$ cat config.mk
export PLATFORM = sky130hd
export DESIGN_NAME = mux_bus_arbiter
export DESIGN_NICKNAME = d
export VERILOG_FILES = /design/src/rtl/arb_pkg.sv /design/src/rtl/arb_data_mux.sv /design/src/rtl/mux_bus_arbiter.sv
export SDC_FILE = /design/constraint.sdc
export NUM_CORES = 1
export LEC_CHECK = 0
export CORE_MARGIN = 5
export CORE_UTILIZATION = 30
export DETAILED_ROUTE_END_ITERATION = 6
export GPL_TIMING_DRIVEN = 1
export PLACE_DENSITY = 0.68
export SLEW_MARGIN = 20
export SYNTH_ARGS = -nofsm -noshare
export SYNTH_HDL_FRONTEND = slang
export SYNTH_HIERARCHICAL = 1
export SYNTH_SLANG_ARGS = --single-unit
$ cat constraint.sdc
create_clock -name clk -period 2.2 [get_ports clk]
set_clock_uncertainty 0.2 [all_clocks]
set_input_delay 0.44 -clock clk [delete_from_list [all_inputs] [get_ports clk]]
set_output_delay 0.44 -clock clk [all_outputs]
set_load 0.005 [all_outputs]
$ cat src/rtl/arb_pkg.sv
// Shared definitions for the two-requester bus arbiter: state encodings,
// owner encoding, default parameters and the tie-break helper.
package arb_pkg;

    typedef logic [1:0] arb_state_t;

    localparam arb_state_t ST_IDLE  = 2'd0;
    localparam arb_state_t ST_OWN_A = 2'd1;
    localparam arb_state_t ST_OWN_B = 2'd2;

    localparam logic OWNER_A = 1'b0;
    localparam logic OWNER_B = 1'b1;

    localparam int DEF_WIDTH    = 8;
    localparam int DEF_MAX_HOLD = 16;

    // A tie goes to whichever requester did not own the bus most recently.
    function automatic arb_state_t tie_winner(input logic last_owner);
        return (last_owner == OWNER_B) ? ST_OWN_A : ST_OWN_B;
    endfunction

endpackage

$ cat src/rtl/arb_data_mux.sv
// WIDTH-parameterised 2:1 data mux; sel=0 picks in_a, sel=1 picks in_b.
module arb_data_mux #(
    parameter int WIDTH = 8
) (
    input  logic             sel,
    input  logic [WIDTH-1:0] in_a,
    input  logic [WIDTH-1:0] in_b,
    output logic [WIDTH-1:0] out
);

    assign out = sel ? in_b : in_a;

endmodule

$ cat src/rtl/mux_bus_arbiter.sv
// Two-requester round-robin bus arbiter with registered grants, select and bus data.
// Optional hold-timeout preemption is built when ARB_TIMEOUT_EN is defined.
//
// state    | meaning
// ---------+----------------------------------------------
// ST_IDLE  | no owner; bus_data holds, bus_valid low
// ST_OWN_A | requester A owns the bus, gnt_a high, sel=0
// ST_OWN_B | requester B owns the bus, gnt_b high, sel=1
module mux_bus_arbiter
    import arb_pkg::*;
#(
    parameter int WIDTH    = DEF_WIDTH,
    parameter int MAX_HOLD = DEF_MAX_HOLD
) (
    input  logic             clk,
    input  logic             rst,
    input  logic             req_a,
    input  logic             req_b,
    input  logic [WIDTH-1:0] data_a,
    input  logic [WIDTH-1:0] data_b,
    output logic             gnt_a,
    output logic             gnt_b,
    output logic             sel,
    output logic [WIDTH-1:0] bus_data,
    output logic             bus_valid
);

    arb_state_t       state;
    arb_state_t       state_next;
    logic             last_owner;
    logic             sel_next;
    logic             preempt_a;
    logic             preempt_b;
    logic [WIDTH-1:0] mux_data;

`ifdef ARB_TIMEOUT_EN
    localparam int         CW        = (MAX_HOLD > 2) ? $clog2(MAX_HOLD) : 1;
    localparam logic [CW-1:0] HOLD_LAST = CW'(MAX_HOLD - 1);

    logic [CW-1:0] hold_cnt;
    logic          hold_expired;

    assign hold_expired = (hold_cnt == HOLD_LAST);
    assign preempt_a    = hold_expired & req_b;
    assign preempt_b    = hold_expired & req_a;

    // Saturates at HOLD_LAST so an uncontested owner keeps the bus.
    always_ff @(posedge clk) begin
        if (rst) begin
            hold_cnt <= '0;
        end else if ((state_next != state) || (state_next == ST_IDLE)) begin
            hold_cnt <= '0;
        end else if (!hold_expired) begin
            hold_cnt <= hold_cnt + 1'b1;
        end
    end
`else
    localparam int unused_max_hold = MAX_HOLD;

    assign preempt_a = 1'b0;
    assign preempt_b = 1'b0;
`endif

    always_comb begin
        state_next = state;
        case (state)
            ST_IDLE: begin
                if (req_a && req_b) begin
                    state_next = tie_winner(last_owner);
                end else if (req_a) begin
                    state_next = ST_OWN_A;
                end else if (req_b) begin
                    state_next = ST_OWN_B;
                end
            end
            ST_OWN_A: begin
                if (!req_a || preempt_a) begin
                    state_next = req_b ? ST_OWN_B : ST_IDLE;
                end
            end
            ST_OWN_B: begin
                if (!req_b || preempt_b) begin
                    state_next = req_a ? ST_OWN_A : ST_IDLE;
                end
            end
            default: state_next = ST_IDLE;
        endcase
    end

    always_comb begin
        sel_next = sel;
        if (state_next == ST_OWN_A) begin
            sel_next = 1'b0;
        end else if (state_next == ST_OWN_B) begin
            sel_next = 1'b1;
        end
    end

    // Mux is steered by the next-state select so data lines up with the grant.
    arb_data_mux #(
        .WIDTH (WIDTH)
    ) u_data_mux (
        .sel  (sel_next),
        .in_a (data_a),
        .in_b (data_b),
        .out  (mux_data)
    );

    always_ff @(posedge clk) begin
        if (rst) begin
            state      <= ST_IDLE;
            last_owner <= OWNER_B;
            gnt_a      <= 1'b0;
            gnt_b      <= 1'b0;
            sel        <= 1'b0;
            bus_data   <= '0;
            bus_valid  <= 1'b0;
        end else begin
            state     <= state_next;
            gnt_a     <= (state_next == ST_OWN_A);
            gnt_b     <= (state_next == ST_OWN_B);
            sel       <= sel_next;
            bus_valid <= (state_next != ST_IDLE);
            if (state_next != ST_IDLE) begin
                last_owner <= (state_next == ST_OWN_B) ? OWNER_B : OWNER_A;
                bus_data   <= mux_data;
            end
        end
    end

endmodule
==> impl_metrics.toml, run 1 <==
[yosys]
postSynthRegisterBits = 15
synth_nets = 93
postSynthAreaPerCell_sq_um = 9.79
yosysWarnings = 6
synth.yosys.seq_area_share_pct = 42.0
mapped_cell_area_sq_um = 714
yosys.cell_count.top_type = "sky130_fd_sc_hd__nand2_1"
synth_simple_gate_area_share_pct = 18.9
synth_mux_area_share_pct = 18.9
synth-edff-count = 0
post-synth-top-area-fraction_pct = 42.0
ys_async_sr_fraction_pct = 0
synth_top_family_by_area = "simple AND/OR/NAND/NOR gates"
dominantRegCellSynth = "sky130_fd_sc_hd__dfxtp_1"
synthDistinctLibCells = 18
synth-xor-area-share_pct = 0
synth-adder-area-share_pct = 0
synth_common_cells = "sky130_fd_sc_hd__nand2_1 (16), sky130_fd_sc_hd__dfxtp_1 (15), sky130_fd_sc_hd__a21oi_1 (10), sky130_fd_sc_hd__mux2_4 (9), sky130_fd_sc_hd__and3b_1 (4)"
synth_cells = 73
ys_top_cells_by_area = "sky130_fd_sc_hd__dfxtp_1 (42%), sky130_fd_sc_hd__mux2_4 (19%), sky130_fd_sc_hd__nand2_1 (8.4%), sky130_fd_sc_hd__a21oi_1 (7.0%), sky130_fd_sc_hd__and3b_1 (4.9%)"
netlist.top_cell.by_area = "sky130_fd_sc_hd__dfxtp_1"
synth-compound-area-share_pct = 14.5

[placement]
dp_cells = 133
pre_cts_ws_ns = -0.231
gp_routability_congestion = 0.715
numPortBuffers = 31
place_hpwl_mm = 1.45

[clock_network]
htreeDepth = 1
cts_tree = "built"
clock_tree.root_cell = "sky130_fd_sc_hd__clkbuf_4"
cts_stage_hold_buffer_count = 0
clkLatencyLatePin_ns = 0.28
clock_slew_seen_by_the_registers_of_the_worst_setup_and_hold_paths_ns = 0.09
clock_sinks = 15
max-clock-path-buffers = 2
cts_made_buffers = 3

[final_layout]
layout-area-overhead-vs-synth_pct = 54.1
drive_gt1_share_pct = 18.3
num_antenna_cells = 0
fill_cells = 213
number_of_nets_in_the_layout = 130
final_non_filler_cells = 137

[setup_path]
timing.critical_path.from_type = "input port"
regToRegStartpoint = "state[0]$_SDFF_PP0_"
cp_data_arrival_time_ns = 2.09
worst_setup_path_startpoint = "req_b"
worstRegToRegCells = 6
worst-r2r-setup-slack_ns = 0.26
worst-endpoint-required_ns = 2.16
timing_worst_setup_path_type = "input port to register"
endpoint_kind = "register"
critical_path.max_fanout = 9
reg2reg_end = "bus_data[7]$_SDFFE_PP0P_"

[power]
power_frac_comb_pct = 28.9
clockPowerShare_pct = 24.2
swShare_pct = 25.3
total_switching_power_uw = 167
max-vdd-ir-drop_v = 0.000308
internal_power_uw = 492
leakage_uw = 0.000475
power-per-cell-area_nw_per_um2 = 598
seq_power_share_pct = 46.9

[timing]
fmax_ghz = 0.470
post_route_setup_tns_ns = 0
finalCritPeriodShare_pct = 96.7
final-setup-viol-count = 0
finalHoldViolCount = 0
fin_ws_ns = 0.0716
final_max_slew_viols = 0
max_slew_margin_pct = 76.3
fin_worst_hold_slack_ns = 0.261
rsz_0062_raised_after_global_routing = "false"
max_slew.worst_pin.slew_ns = 0.355
layout_min_cycle_time_ns = 2.13

[floorplan]
die_width_um = 58.8
core-area_sq_um = 2230
floorplan_die_area_sq_um = 3460
initial_utilization_pct = 32.0
die_height_um = 58.8
row_count = 17
top_level_ports = 32

[global_route]
globalRouteOverflowTotal = 0
grt_pass1_wl_mm = 2.62
track_usage_pct = 10.1
pin_count_of_the_biggest_net_entering_global_routing = 12
initial_antenna_violation_count = 0
grt_pass1_vias = 587

[routing]
drt-wirelength-per-cell_um = 13.2
detail_route.wirelength_mm = 1.81
drc = 0
drt_iter0_markers = 5
drt_first_pass_iters = 4
via_count = 626
drtAntennaViolNets = 0
vias_per_cell = 4.57

[min_path]
worst_hold_path.endpoint = "bus_data[3]$_SDFFE_PP0P_"
min_path_cells = 2
worstHoldPathType = "register to register"
min-delay-start = "bus_data[3]$_SDFFE_PP0P_"

[job]
drv.max_cap_violation_count = 0

[status]
status = "finished clean"
-- power by group through the flow --
stage | sequential [uW] | clock (uW) | combinational, uW
floorplan | 314 | 0 | 103
finish | 309 | 159 | 190
detailed placement | 316 | 0 | 192
CTS | 310 | 159 | 193
global placement | 314 | 0 | 188
global route | 314 | 169 | 204
-- final cells by class --
cell class | instances | area (sq um) | area share [%]
Tap cell | 28 | 35.0 | 3.18
Multi-Input combinational cell | 52 | 374 | 34.0
Clock buffer | 4 | 26.3 | 2.39
Sequential cell | 15 | 300 | 27.3
Timing Repair Buffer | 38 | 365 | 33.2
-- layer usage --
metal	vias up	track usage, %	part of all wire (%)
li1	324	-	-
met1	291	10.6	39
met2	9	19.2	58
met3	2	0.658	2.2
met4	0	5.83	0.66
met5	-	0	0
-- critical path, stage by stage --
cell	delay [ns]
sky130_fd_sc_hd__clkdlybuf4s50_1	0.43
sky130_fd_sc_hd__mux2_4	0.27
sky130_fd_sc_hd__a221o_1	0.33
sky130_fd_sc_hd__buf_4	0.19
sky130_fd_sc_hd__mux2_4	0.30
sky130_fd_sc_hd__nand2_1	0.06
sky130_fd_sc_hd__a21oi_1	0.06
-- repair_timing --
action | 4_1_cts | 5_1_grt
endpoints found under the setup margin | 0 | 2
hold endpoints to repair | 0 | 0
setup buffers | 0 | 0
resized for setup | 0 | 1
-- per-stage QoR --
stage	util, %	area (sq um)	total power, uW
6_report	49.3	1100	659
5_1_grt	49.3	1100	686
2_1_floorplan	-	714	417
4_1_cts	49.2	1100	662
3_5_place_dp	48.0	1070	508
3_3_place_gp	48.0	1070	502
-- state kept, by name (all words and copies together), names as in the netlist --
name	count
gnt_a	1
sel	1
state	2
gnt_b	1
bus_data	8
last_owner	1
bus_valid	1
-- how the worst max path moves through the flow --
stage                               endpoint  slack, ns
finish              bus_data[7]$_SDFFE_PP0P_       0.07
global route        bus_data[5]$_SDFFE_PP0P_      0.006
CTS                 bus_data[7]$_SDFFE_PP0P_       0.07
detailed placement  bus_data[7]$_SDFFE_PP0P_      -0.23
global placement    bus_data[5]$_SDFFE_PP0P_      -0.21
floorplan           bus_data[0]$_SDFFE_PP0P_       0.13
-- cell usage in the layout, fill, tap and decap left out --
master	n
sky130_fd_sc_hd__clkdlybuf4s50_1	30
sky130_fd_sc_hd__nand2_1	16
sky130_fd_sc_hd__dfxtp_1	15
sky130_fd_sc_hd__a21oi_1	10
sky130_fd_sc_hd__mux2_4	9
sky130_fd_sc_hd__buf_4	7
sky130_fd_sc_hd__and3b_1	4
sky130_fd_sc_hd__o22ai_1	3
sky130_fd_sc_hd__clkbuf_4	3
sky130_fd_sc_hd__nor2b_1	2
sky130_fd_sc_hd__nor2_1	2
sky130_fd_sc_hd__a221o_1	1
sky130_fd_sc_hd__a2bb2oi_1	1
sky130_fd_sc_hd__o2bb2ai_1	1
sky130_fd_sc_hd__nand2b_1	1
sky130_fd_sc_hd__o21bai_1	1
sky130_fd_sc_hd__nor2b_4	1
sky130_fd_sc_hd__clkbuf_1	1
sky130_fd_sc_hd__dlymetal6s2s_1	1
-- logic make-up (layout without fill, tap and decap cells) --
group / Yosys count / in the layout
AND/OR/NAND/NOR: 26 / 26
AO/OA/AOI/OAI: 17 / 17
flip-flops: 15 / 15
multiplexers: 9 / 9
buffers and inverters: 6 / 42
Note: power is estimated with default switching activity, not from simulation.
==> inputs of run 2 (changes only) <==
--- a/config.mk
+++ b/config.mk
@@ -5,11 +5,14 @@
 export SDC_FILE = /design/constraint.sdc
 export NUM_CORES = 1
 export LEC_CHECK = 0
+export ABC_AREA = 1
 export CORE_MARGIN = 5
 export CORE_UTILIZATION = 30
+export CTS_CLUSTER_DIAMETER = 200
+export CTS_CLUSTER_SIZE = 28
 export DETAILED_ROUTE_END_ITERATION = 6
 export GPL_TIMING_DRIVEN = 1
-export PLACE_DENSITY = 0.68
+export PLACE_DENSITY = 0.66
 export SLEW_MARGIN = 20
 export SYNTH_ARGS = -nofsm -noshare
 export SYNTH_HDL_FRONTEND = slang
==> impl_metrics.toml, run 2 <==
[status]
status = "finished clean"

[routing]
drt-wirelength-per-cell_um = 9.63
drtAntennaViolNets = 0
detail_route.wirelength_mm = 1.87
drc = 0
drt_first_pass_iters = 4
vias_per_cell = 4.10
drt_iter0_markers = 16
via_count = 796

[clock_network]
cts_stage_hold_buffer_count = 0
cts_made_buffers = 3
max-clock-path-buffers = 2
clock_slew_seen_by_the_registers_of_the_worst_setup_and_hold_paths_ns = 0.09
clock_sinks = 15
resized_cells_post_cts = 0
cts_tree = "built"
clkLatencyLatePin_ns = 0.28
clock_tree.root_cell = "sky130_fd_sc_hd__clkbuf_4"
cts_post_setup_buffers_inserted = 0
htreeDepth = 1

[global_route]
globalRouteOverflowTotal = 0
grt.met2_usage_pct = 20.3
grt_pass1_vias = 839
gr-usage-met3_pct = 2.94
initial_antenna_violation_count = 0
grt_pass1_wl_mm = 3.42
pin_count_of_the_biggest_net_entering_global_routing = 10
track_usage_pct = 12.1
grt_use_met1_pct = 13.4
top_usage_layer = "met2"

[yosys]
synth-edff-count = 0
yosysWarnings = 6
ys_top_cells_by_area = "sky130_fd_sc_hd__dfxtp_1 (38%), sky130_fd_sc_hd__nand2_1 (20%), sky130_fd_sc_hd__inv_1 (13%), sky130_fd_sc_hd__nor2_1 (6.6%), sky130_fd_sc_hd__nand4_1 (6.3%)"
synthDistinctLibCells = 14
postSynthRegisterBits = 15
synth_cells = 125
mapped_cell_area_sq_um = 800
yosys.cell_count.top_type = "sky130_fd_sc_hd__nand2_1"
synth.yosys.seq_area_share_pct = 37.6
post-synth-top-area-fraction_pct = 37.6
netlist.top_cell.by_area = "sky130_fd_sc_hd__dfxtp_1"
synth_nets = 145
postSynthAreaPerCell_sq_um = 6.40
dominantRegCellSynth = "sky130_fd_sc_hd__dfxtp_1"
ys_async_sr_fraction_pct = 0
synth_common_cells = "sky130_fd_sc_hd__nand2_1 (43), sky130_fd_sc_hd__inv_1 (27), sky130_fd_sc_hd__dfxtp_1 (15), sky130_fd_sc_hd__nor2_1 (14), sky130_fd_sc_hd__nand4_1 (8)"

[min_path]
min-delay-start = "sel$_SDFF_PP0_"
worstHoldPathType = "register to register"
min_path_cells = 2
worst_hold_path.endpoint = "sel$_SDFF_PP0_"

[setup_path]
critical-path-top-cell-by-count = "sky130_fd_sc_hd__nand2_1"
regToRegStartpoint = "state[0]$_SDFF_PP0_"
timing_worst_setup_path_type = "input port to register"
largest_delay_contributor_family_on_the_critical_path = "buffers and inverters"
reg2reg_end = "bus_data[2]$_SDFFE_PP0P_"
worst-endpoint-required_ns = 2.19
timing.critical_path.from_type = "input port"
cp_data_arrival_time_ns = 1.91
critical-path-max-stage-delay_ns = 0.45
buf_inv_stages_crit_path = 4
critical_path.max_fanout = 7
worstRegToRegCells = 11
worst-r2r-setup-slack_ns = 0.56
crit_path_max_delay_cell_type = "sky130_fd_sc_hd__clkdlybuf4s50_1"
worstPathCellList = "clkdlybuf4s50_1 > o21ai_1 > nand3_2 > nand2_1 > nand2_1 > buf_4 > nand2_1 > nand2_1 > inv_1 > nand2_1 > inv_1 > nor2_1"
endpoint_kind = "register"

[final_layout]
multiInputGateArea_sq_um = 363
layout-area-overhead-vs-synth_pct = 50.1
regMostFlops = "bus_data"
num_antenna_cells = 0
fill_cells = 260
layout_commonest_cell = "sky130_fd_sc_hd__nand2_1"
drive_gt1_share_pct = 12.8
layout_common_cells = "sky130_fd_sc_hd__nand2_1 (43), sky130_fd_sc_hd__clkdlybuf4s50_1 (31), sky130_fd_sc_hd__inv_1 (27)"
largestRegisters = "bus_data x8, state x2"
number_of_nets_in_the_layout = 185
sequential_area_sq_um = 300
largest_register_ff_count = 8

[timing]
fmax_ghz = 0.520
layout_min_cycle_time_ns = 1.92
final_max_slew_viols = 0
post_route_setup_tns_ns = 0
max_slew.worst_pin.slew_ns = 0.283
finalCritPeriodShare_pct = 87.3
final-setup-viol-count = 0
rsz_0062_raised_after_global_routing = "false"
finalHoldViolCount = 0
max_slew_margin_pct = 81.1
fin_ws_ns = 0.279

[placement]
pre_cts_ws_ns = -0.0149
gp_routability_congestion = 0.739
place_hpwl_mm = 1.49
numPortBuffers = 31

[floorplan]
core-area_sq_um = 2520
die_height_um = 61.6
row_count = 18
initial_utilization_pct = 31.7
die_width_um = 61.6
top_level_ports = 32
floorplan_die_area_sq_um = 3800

[job]
drv.max_cap_violation_count = 0

[power]
max-vdd-ir-drop_v = 0.000296
leakage_uw = 0.000635
power-per-cell-area_nw_per_um2 = 640
run 2: cell count changes after synthesis, sizes merged, moves of 8 or more:
cell	delta
a21oi	-8
nor2	+13
mux2	-9
nand2	+31
nand4	+8
inv	+29
run 2: kinds of logic after synthesis:
family                 share of synthesized area [%]
AO/OA/AOI/OAI                                   3.13
buffers and inverters                           17.1
flip-flops                                      37.6
AND/OR/NAND/NOR                                 42.3
run 2: layout make-up:
cell class	count	area share (%)
clock buffers	3	1.88
clock inverters	1	0.417
inverters	29	9.07
multi-input cells	78	30.2
flip-flops and latches	15	25.0
well taps	30	3.13
repair buffers	38	30.2
run 2: worst max-delay path by stage:
stage                     startpoint                       end  depth (start not counted)
after floorplan                req_a  bus_data[0]$_SDFFE_PP0P_                         14
after global placement         req_b  bus_data[2]$_SDFFE_PP0P_                         12
after detailed placement       req_b  bus_data[1]$_SDFFE_PP0P_                         14
after CTS                      req_b  bus_data[1]$_SDFFE_PP0P_                         14
after global routing           req_b  bus_data[1]$_SDFFE_PP0P_                         12
final                          req_b  bus_data[2]$_SDFFE_PP0P_                         12
run 2: report_power, final:
| part | internal (uW) | total (uW) | switching [uW] |
|---|---|---|---|
| Combinational | 152 | 289 | 137 |
| Sequential | 306 | 324 | 17.7 |
| Clock | 67.5 | 156 | 88.1 |
| Total | 526 | 768 | 242 |
run 2: metal layers:
layer / share of wire, % / routed length [um] / vias to the layer above
li1: - / - / 447
met1: 41 / 768 / 319
met2: 47 / 886 / 26
met3: 8.9 / 167 / 4
met4: 2.4 / 45 / 0
met5: 0 / 0 / -
run 2: stage by stage:
step | std cells | hold slack (ns) | instance area, sq um | utilization [%] | total power, uW
2_1_floorplan | 125 | 0.279 | 800 | - | 492
3_3_place_gp | 190 | 0.289 | 1170 | 46.5 | 616
3_5_place_dp | 190 | 0.297 | 1170 | 46.5 | 622
4_1_cts | 194 | 0.311 | 1200 | 47.6 | 780
5_1_grt | 194 | 0.368 | 1200 | 47.6 | 842
6_report | 194 | 0.305 | 1200 | 47.6 | 768
run 2: tightest hold or removal path: cells and delay by family, from the launching register on:
kind / cells / cell delay [ns]
simple gates: 1 / 0.08
flops: 1 / 0.33
compound gates: 1 / 0.06
==> inputs of run 3 (changes only) <==
--- a/config.mk
+++ b/config.mk
@@ -7,14 +7,14 @@
 export LEC_CHECK = 0
 export ABC_AREA = 1
 export CORE_MARGIN = 5
-export CORE_UTILIZATION = 30
+export CORE_UTILIZATION = 42
 export CTS_CLUSTER_DIAMETER = 200
 export CTS_CLUSTER_SIZE = 28
 export DETAILED_ROUTE_END_ITERATION = 6
+export GPL_ROUTABILITY_DRIVEN = 1
 export GPL_TIMING_DRIVEN = 1
-export PLACE_DENSITY = 0.66
+export PLACE_DENSITY = 0.85
 export SLEW_MARGIN = 20
 export SYNTH_ARGS = -nofsm -noshare
 export SYNTH_HDL_FRONTEND = slang
-export SYNTH_HIERARCHICAL = 1
 export SYNTH_SLANG_ARGS = --single-unit
==> impl_metrics.toml, run 3 <==
[min_path]
worstHoldPathType = "register to register"

[timing]
final-setup-viol-count = 0
layout_min_cycle_time_ns = 2.00
rsz_0062_raised_after_global_routing = "false"
final_max_slew_viols = 0
max_slew_margin_pct = 64.8
finalHoldViolCount = 0
max_slew.worst_pin.slew_ns = 0.527
fmax_ghz = 0.500
finalCritPeriodShare_pct = 90.9
fin_ws_ns = 0.200

[yosys]
synth_cells = 119
synth_common_cells = "sky130_fd_sc_hd__nand3_1 (26), sky130_fd_sc_hd__inv_1 (19), sky130_fd_sc_hd__nand2_1 (19), sky130_fd_sc_hd__dfxtp_1 (15), sky130_fd_sc_hd__nor2_1 (12)"
ys_top_cells_by_area = "sky130_fd_sc_hd__dfxtp_1 (37%), sky130_fd_sc_hd__nand3_1 (16%), sky130_fd_sc_hd__inv_1 (8.8%), sky130_fd_sc_hd__nand2_1 (8.8%), sky130_fd_sc_hd__a21oi_1 (6.2%)"
synth-compound-area-share_pct = 8.64
netlist.top_cell.by_area = "sky130_fd_sc_hd__dfxtp_1"
synth_mux_area_share_pct = 0
post-synth-top-area-fraction_pct = 37.0
synth.yosys.seq_area_share_pct = 37.0
synth_simple_gate_area_share_pct = 38.0
synthDistinctLibCells = 17
synth_nets = 139
mapped_cell_area_sq_um = 811
synth-xor-area-share_pct = 0
synth-edff-count = 0
ys_async_sr_fraction_pct = 0
postSynthRegisterBits = 15
yosys.cell_count.top_type = "sky130_fd_sc_hd__nand3_1"
synth_top_family_by_area = "simple AND/OR/NAND/NOR gates"
synth-adder-area-share_pct = 0
dominantRegCellSynth = "sky130_fd_sc_hd__dfxtp_1"
yosysWarnings = 0
postSynthAreaPerCell_sq_um = 6.81

[clock_network]
max-clock-path-buffers = 2
clkLatencyLatePin_ns = 0.28
cts_tree = "built"
cts_stage_hold_buffer_count = 0
htreeDepth = 1
cts_post_setup_buffers_inserted = 0
cts_made_buffers = 3
clock_slew_seen_by_the_registers_of_the_worst_setup_and_hold_paths_ns = 0.09
clock_tree.root_cell = "sky130_fd_sc_hd__clkbuf_4"
resized_cells_post_cts = 0
clock_sinks = 15

[floorplan]
core-area_sq_um = 1780
top_level_ports = 32
die_height_um = 53.9
row_count = 15
floorplan_die_area_sq_um = 2910
initial_utilization_pct = 45.5
die_width_um = 53.9

[final_layout]
fill_cells = 173
num_antenna_cells = 0
largest_register_ff_count = 8
drive_gt1_share_pct = 12.4
final_non_filler_cells = 178
regMostFlops = "bus_data"
layout-area-overhead-vs-synth_pct = 43.1
number_of_nets_in_the_layout = 174
final_core_utilization_pct = 65.1
multiInputGateArea_sq_um = 378
layout_commonest_cell = "sky130_fd_sc_hd__clkdlybuf4s50_1"
sequential_area_sq_um = 300
layout_common_cells = "sky130_fd_sc_hd__clkdlybuf4s50_1 (31), sky130_fd_sc_hd__nand3_1 (26), sky130_fd_sc_hd__nand2_1 (19), sky130_fd_sc_hd__inv_1 (19), sky130_fd_sc_hd__dfxtp_1 (15)"
largestRegisters = "bus_data x8, state x2"

[power]
leakage_uw = 0.000566
total_switching_power_uw = 241
swShare_pct = 32.4
power.total_uw = 746
internal_power_uw = 504
power-per-cell-area_nw_per_um2 = 643
clockPowerShare_pct = 21.2
power_frac_comb_pct = 35.5
seq_power_share_pct = 43.3
max-vdd-ir-drop_v = 0.000565

[setup_path]
crit_path_max_delay_cell_type = "sky130_fd_sc_hd__clkdlybuf4s50_1"
worstPathCellList = "clkdlybuf4s50_1 > nand2_4 > nor2_2 > nor2_1 > nor2_2 > nand3_1 > nand3_1 > nand2_1 > inv_1"
timing_worst_setup_path_type = "input port to register"
critical_path.max_fanout = 10
timing.critical_path.from_type = "input port"
critical-path-max-stage-delay_ns = 0.62
endpoint_kind = "register"
buf_inv_stages_crit_path = 2
worst-endpoint-required_ns = 2.24
largest_delay_contributor_family_on_the_critical_path = "simple AND/OR/NAND/NOR gates"
cp_data_arrival_time_ns = 2.04

[routing]
drt-wirelength-per-cell_um = 12.3
detail_route.wirelength_mm = 2.18
via_count = 897
drc = 0
drt_first_pass_iters = 4
vias_per_cell = 5.04
drtAntennaViolNets = 0
drt_iter0_markers = 11

[global_route]
top_usage_layer = "met2"
gr-usage-met3_pct = 3.60
grt_pass1_vias = 865
grt_use_met1_pct = 18.5
initial_antenna_violation_count = 0
grt_pass1_wl_mm = 3.45
globalRouteOverflowTotal = 0
track_usage_pct = 16.3
pin_count_of_the_biggest_net_entering_global_routing = 16
grt.met2_usage_pct = 27.0

[placement]
place_hpwl_mm = 1.67
pre_cts_ws_ns = -0.0877
gp_routability_congestion = 0.827
dp_cells = 174
numPortBuffers = 31

[status]
status = "finished clean"

[job]
drv.max_cap_violation_count = 0
## run 3: cell count changes after synthesis, moves of 2 or more
cell                      delta
sky130_fd_sc_hd__nand3_1    +26
sky130_fd_sc_hd__nand2_1    -24
sky130_fd_sc_hd__a21oi_1     +8
sky130_fd_sc_hd__inv_1       -8
sky130_fd_sc_hd__nand4_1     -7
sky130_fd_sc_hd__nand2_2     -4
sky130_fd_sc_hd__inv_2       +3
sky130_fd_sc_hd__o21ai_1     -3
sky130_fd_sc_hd__nor2_1      -2
sky130_fd_sc_hd__nor2_2      +2
## run 3: worst paths after layout
kind              cells past startpoint  slack (ns)                  endpoint                startpoint
hold / removal                        4        0.34  bus_data[2]$_SDFFE_PP0P_  bus_data[2]$_SDFFE_PP0P_
setup / recovery                      9        0.20  bus_data[2]$_SDFFE_PP0P_                     req_a
setup reg to reg                      9        0.60  bus_data[2]$_SDFFE_PP0P_       state[1]$_SDFF_PP0_
hold reg to reg                       4        0.34  bus_data[2]$_SDFFE_PP0P_  bus_data[2]$_SDFFE_PP0P_
## run 3: kinds of logic (layout without fill, tap and decap cells)
group,after synthesis,after routing
AOI/OAI and AO/OA,12,12
buffers and inverters,28,62
and+or+nand+nor,64,64
DFF,15,15
## run 3: tightest hold or removal path: stages, from the launching register on
cell	delay [ns]
sky130_fd_sc_hd__dfxtp_1	0.32
sky130_fd_sc_hd__inv_1	0.04
sky130_fd_sc_hd__a21oi_1	0.05
sky130_fd_sc_hd__nand2_1	0.06
sky130_fd_sc_hd__inv_1	0.03
## run 3: final cells by class
type | count | share of cell area (%)
inverter | 24 | 7.77
sequential | 15 | 25.9
clock buffer | 3 | 1.94
tap | 25 | 2.70
timing repair buffer | 34 | 28.7
multi-input combinational | 76 | 32.6
clock inverter | 1 | 0.432
## run 3: power by group through the flow
stage	logic (uW)	clock network, uW	registers [uW]
2_1_floorplan	147	0	330
3_3_place_gp	255	0	328
3_5_place_dp	264	0	329
4_1_cts	266	164	323
5_1_grt	293	177	327
6_report	265	158	323
## run 3: metal layers
layer | routed length [um] | part of all wire, %
met5 | 0 | 0
met4 | 46 | 2.1
met3 | 174 | 8.0
met2 | 1080 | 50
met1 | 880 | 40
## run 3: per-stage QoR
step                cell area [sq um]  setup TNS (ns)  hold slack [ns]
floorplan                         811               0            0.318
global placement                 1130               0            0.322
detailed placement               1130          -0.442            0.328
CTS                              1160               0            0.344
finish                           1160               0            0.337
global route                     1160               0            0.380
